<file path="src/rtl/cpu_step_pkg.sv">
// rtl/cpu_step_pkg.sv - mode encodings and default debounce length for cpu_step_ctrl
package cpu_step_pkg;

  localparam logic [1:0] MODE_HALT = 2'b00;
  localparam logic [1:0] MODE_RUN  = 2'b01;
  localparam logic [1:0] MODE_STEP = 2'b10;

  // 20 ms at 50 MHz
  localparam int DEBOUNCE_DEFAULT = 1_000_000;

endpackage

</file>
<file path="src/rtl/btn_debounce.sv">
// rtl/btn_debounce.sv - button synchroniser and debouncer with a rising-level pulse
module btn_debounce
  import cpu_step_pkg::*;
#(
  parameter int DEBOUNCE_CYCLES = DEBOUNCE_DEFAULT
) (
  input  logic clk_50MHz,
  input  logic rst_n,
  input  logic btn_raw,
  output logic level,
  output logic rise_p
);

  localparam int CW = (DEBOUNCE_CYCLES > 2) ? $clog2(DEBOUNCE_CYCLES) : 1;
  localparam logic [CW-1:0] CNT_LAST = CW'(DEBOUNCE_CYCLES - 1);

  logic          sync1;
  logic          sync2;
  logic [CW-1:0] cnt;

  // The count only advances while the synced input disagrees with the accepted level.
  always_ff @(posedge clk_50MHz or negedge rst_n) begin
    if (!rst_n) begin
      sync1  <= 1'b0;
      sync2  <= 1'b0;
      cnt    <= '0;
      level  <= 1'b0;
      rise_p <= 1'b0;
    end else begin
      sync1  <= btn_raw;
      sync2  <= sync1;
      rise_p <= 1'b0;
      if (sync2 == level) begin
        cnt <= '0;
      end else if (cnt == CNT_LAST) begin
        cnt    <= '0;
        level  <= sync2;
        rise_p <= sync2;
      end else begin
        cnt <= cnt + CW'(1);
      end
    end
  end

endmodule

</file>
<file path="src/rtl/cpu_step_ctrl.sv">
// rtl/cpu_step_ctrl.sv - RUN/HALT/STEP clock-enable generator; CPU_STEP_CYCLE_COUNT_EN adds a pulse counter
module cpu_step_ctrl
  import cpu_step_pkg::*;
#(
  parameter int DEBOUNCE_CYCLES = DEBOUNCE_DEFAULT,
  parameter int CNT_W           = 32
) (
  input  logic             clk_50MHz,
  input  logic             rst_n,
  input  logic             clk_div,
  input  logic             btn_run,
  input  logic             btn_step,
  input  logic             halt_req,
  output logic             cpu_ce,
  output logic [1:0]       mode,
  output logic [CNT_W-1:0] cycle_count
);

  logic       div_sync1;
  logic       div_sync2;
  logic       div_prev;
  logic       tick;
  logic       run_p;
  logic       step_p;
  logic       run_level;
  logic       step_level;
  logic       unused_levels;
  logic [1:0] state;
  logic [1:0] state_next;
  logic       ce_next;

  btn_debounce #(.DEBOUNCE_CYCLES(DEBOUNCE_CYCLES)) u_run_db (
    .clk_50MHz (clk_50MHz),
    .rst_n     (rst_n),
    .btn_raw   (btn_run),
    .level     (run_level),
    .rise_p    (run_p)
  );

  btn_debounce #(.DEBOUNCE_CYCLES(DEBOUNCE_CYCLES)) u_step_db (
    .clk_50MHz (clk_50MHz),
    .rst_n     (rst_n),
    .btn_raw   (btn_step),
    .level     (step_level),
    .rise_p    (step_p)
  );

  assign unused_levels = run_level ^ step_level;

  always_ff @(posedge clk_50MHz or negedge rst_n) begin
    if (!rst_n) begin
      div_sync1 <= 1'b0;
      div_sync2 <= 1'b0;
      div_prev  <= 1'b0;
    end else begin
      div_sync1 <= clk_div;
      div_sync2 <= div_sync1;
      div_prev  <= div_sync2;
    end
  end

  assign tick = div_sync2 & ~div_prev;

  // halt_req wins over ticks and run toggles; in HALT it only blocks RUN entry.
  always_comb begin
    state_next = state;
    ce_next    = 1'b0;
    case (state)
      MODE_HALT: begin
        if (run_p && !halt_req) begin
          state_next = MODE_RUN;
        end else if (step_p) begin
          state_next = MODE_STEP;
          ce_next    = 1'b1;
        end
      end
      MODE_RUN: begin
        if (halt_req || run_p) begin
          state_next = MODE_HALT;
        end else if (tick) begin
          ce_next = 1'b1;
        end
      end
      default: state_next = MODE_HALT;
    endcase
  end

  always_ff @(posedge clk_50MHz or negedge rst_n) begin
    if (!rst_n) begin
      state  <= MODE_HALT;
      cpu_ce <= 1'b0;
    end else begin
      state  <= state_next;
      cpu_ce <= ce_next;
    end
  end

  assign mode = state;

`ifdef CPU_STEP_CYCLE_COUNT_EN
  logic [CNT_W-1:0] count_q;

  always_ff @(posedge clk_50MHz or negedge rst_n) begin
    if (!rst_n) begin
      count_q <= '0;
    end else if (cpu_ce) begin
      count_q <= count_q + CNT_W'(1);
    end
  end

  assign cycle_count = count_q;
`else
  assign cycle_count = '0;
`endif

endmodule

</file>
<file path="config.mk">
export PLATFORM = sky130hd
export DESIGN_NAME = cpu_step_ctrl
export DESIGN_NICKNAME = d
export VERILOG_FILES = /design/src/rtl/cpu_step_pkg.sv /design/src/rtl/btn_debounce.sv /design/src/rtl/cpu_step_ctrl.sv
export SDC_FILE = /design/constraint.sdc
export NUM_CORES = 1
export LEC_CHECK = 0
export ABC_AREA = 0
export BUFFER_PORTS_ARGS = -buffer_cell sky130_fd_sc_hd__buf_2
export CORE_MARGIN = 4
export CORE_UTILIZATION = 50
export DETAILED_ROUTE_END_ITERATION = 6
export PLACE_DENSITY = 0.69
export REMOVE_ABC_BUFFERS = 1
export SETUP_SLACK_MARGIN = 0.05
export SLEW_MARGIN = 20
export SYNTH_ARGS = -nofsm -noshare
export SYNTH_HDL_FRONTEND = slang
export SYNTH_SLANG_ARGS = --single-unit
</file>
<file path="constraint.sdc">
create_clock -name clk_50MHz -period 4.46 [get_ports clk_50MHz]
set_input_delay 0.892 -clock clk_50MHz [delete_from_list [all_inputs] [get_ports clk_50MHz]]
set_output_delay 0.892 -clock clk_50MHz [all_outputs]
set_load 0.01 [all_outputs]
</file>
==> flow_summary.ini <==
[worst_setup_path]
arrival_ns = 2.23
r2r_end = u_step_db.cnt[8]
r2r-start = u_step_db.cnt[13]
crit_start = u_step_db.cnt[13]
worstSetupEndpointType = register
cp_max_fo = 19
rrSetupSlack_ns = 2.39
path_class = register to register
startpoint_type = register
cp.required_ns = 4.62
rr_worst_depth = 4

[die]
initial_utilization_pct = 52.5
core_sq_um = 5170
die_h_microns = 81.7
rows = 26
dieArea_sq_um = 6680
io_pins = 41
die_x_microns = 81.7

[route]
dr.pass1.iters = 4
drt_iter0_markers = 43
ant_nets = 0
routedWlPerCell_microns = 12.8
viasPerCell = 5.11
drc = 0
routed_wl_microns = 4440
dr_total_vias = 1780

[logic_synthesis]
synth_cell_type_count = 36
ys_seq_elements = 54
postSynthCellCount = 266
seq_area_frac_synth_pct = 49.7
syn_area_sq_um = 2720
yosysWarnings = 0
synth_area_per_cell_sq_um = 10.2

[final_layout]
syn2layout_area_growth_pct = 3.50
utilization_pct = 54.4
nets = 285
drive_gt1_share_pct = 10.1
final_common_cell = dfrtp_1
final_cells = 348
final_cell_mix = 54 x dfrtp_1, 32 x conb_1, 30 x nor2_1
num_antenna_cells = 0
final_area_sq_um = 2810

[global_route]
grt_pass1_wl_microns = 7570
antenna_found_initial = 0
grtUsageTotal_pct = 14.8
grt_overflow = 0
grt_pass1_vias = 1714
grt_max_degree = 30

[hold_path]
min_from = u_step_db.sync1
min_to = u_step_db.sync2
min_path_type = register to register
min_path_cells = 0

[placement]
hpwl_microns = 3180
dpl.cell_count = 340
gp_congestion = 0.751
port_buffers = 8
placed_cell_area_sq_um = 2720
pre_cts_ws_ns = 2.42

[sta]
tightestPinTransition_ns = 0.984
min_period_over_period_pct = 46.3
rsz0062_at_grt = false
relSlewSlack_pct = 34.2
drv_slew = 0
worst_slack_ns = 2.39
final_hold_viol_count = 0
timing.fmax_mhz = 484
fin_tns_setup_ns = 0
setup_viol = 0
whs_ns = 0.359
fin_crit_ns = 2.07
clock_skew_ns = 0.00652

[pwr]
p_total_uw = 827
p_per_area_nw_per_um2 = 294
peakVddDrop_mv = 0.195
cellLeakagePower_nw = 1.23

[clock_network]
post_cts_buffers = 0
clockBufferDepth = 2
cts_tree = built
clk_pin_slew_ns = 0.10
root_buffer = clkbuf_8
hold_buffers = 0
clk_latency_ns = 0.32
cts.sinks = 54
post_cts_resized = 0
numCtsBuffers = 5
cts_max_level = 2

[job]
maxCapViolations = 0

[outcome]
run_status = complete, no violations
## critical path, stage by stage (launching register included)
cell and delay (ns):
dfrtp_1 0.44, nor4b_1 0.31, nand2_1 0.14, o41ai_4 0.88, nor2_1 0.13
## cell type report
cell class                 count  area (sq um)
clock buffer                   5          68.8
clock inverter                 3          25.0
fill                         462          2360
inverter                       7          26.3
multi-input combinational    199          1200
sequential                    54          1350
tap                           70          87.6
timing repair buffer          10          55.1
## worst max path at each step
stage | to | slack [ns]
after CTS | u_step_db.cnt[8] | 2.39
after global routing | u_step_db.cnt[9] | 2.19
after floorplan | u_run_db.cnt[10] | 2.03
final | u_step_db.cnt[8] | 2.39
after global placement | u_step_db.cnt[19] | 2.42
after detailed placement | u_step_db.cnt[8] | 2.42
## per-layer routing
layer | up-vias | GRT usage, % | wire [microns]
met4 | 0 | 6.15 | 76
met2 | 29 | 25.3 | 2190
met3 | 8 | 3.40 | 157
met5 | - | 0 | 0
met1 | 853 | 17.9 | 2020
li1 | 890 | - | -
## cells by family (layout without fill, tap and decap cells)
kind of cell    count (synthesis)  after routing  synth area share, %
compound gates                 27             27                 6.81
fa+ha+maj                       2              2                0.921
xor+xnor                       27             27                 8.70
flops                          54             54                 49.7
simple gates                  109            109                 22.2
other cells                     1             32                0.138
mux                             2              2                0.829
buf+inv                        44             25                 10.6
## cell usage after synthesis, drive strengths merged
cell	instances	area, sq um
ha	2	25.0
or4b	1	10.0
and4	4	35.0
or3	7	43.8
nor4	4	25.0
nor2b	1	6.26
nand3	12	60.1
conb	1	3.75
or2	3	18.8
mux2	2	22.5
a41o	1	10.0
inv	7	26.3
nand4	6	50.0
nand2	16	60.1
nor4b	3	26.3
nor3b	1	7.51
o31ai	9	67.6
and4bb	1	12.5
nor3	6	30.0
a21oi	12	60.1
nor4bb	1	10.0
and3b	1	8.76
and3	3	18.8
o41ai	1	27.5
or4	9	68.8
o21ai	4	20.0
dfrtp	54	1350
buf	35	255
clkbuf	2	7.51
xnor2	14	123
nor2	30	113
xor2	13	114
## sequential cells by signal (all words and copies together) (netlist names)
| name | cells |
|---|---|
| u_step_db.cnt | 20 |
| u_step_db.level | 1 |
| cpu_ce | 1 |
| u_step_db.sync1 | 1 |
| u_run_db.cnt | 20 |
| u_run_db.sync2 | 1 |
| div_sync1 | 1 |
| div_sync2 | 1 |
| div_prev | 1 |
| u_step_db.rise_p | 1 |
| u_run_db.level | 1 |
| u_run_db.rise_p | 1 |
| mode | 2 |
| u_step_db.sync2 | 1 |
| u_run_db.sync1 | 1 |
## power breakdown
part,internal [mW],switching [mW]
registers,0.497,0.00566
clock network,0.114,0.170
logic,0.00864,0.0322
total,0.619,0.208
(Power assumes the default switching activity.)
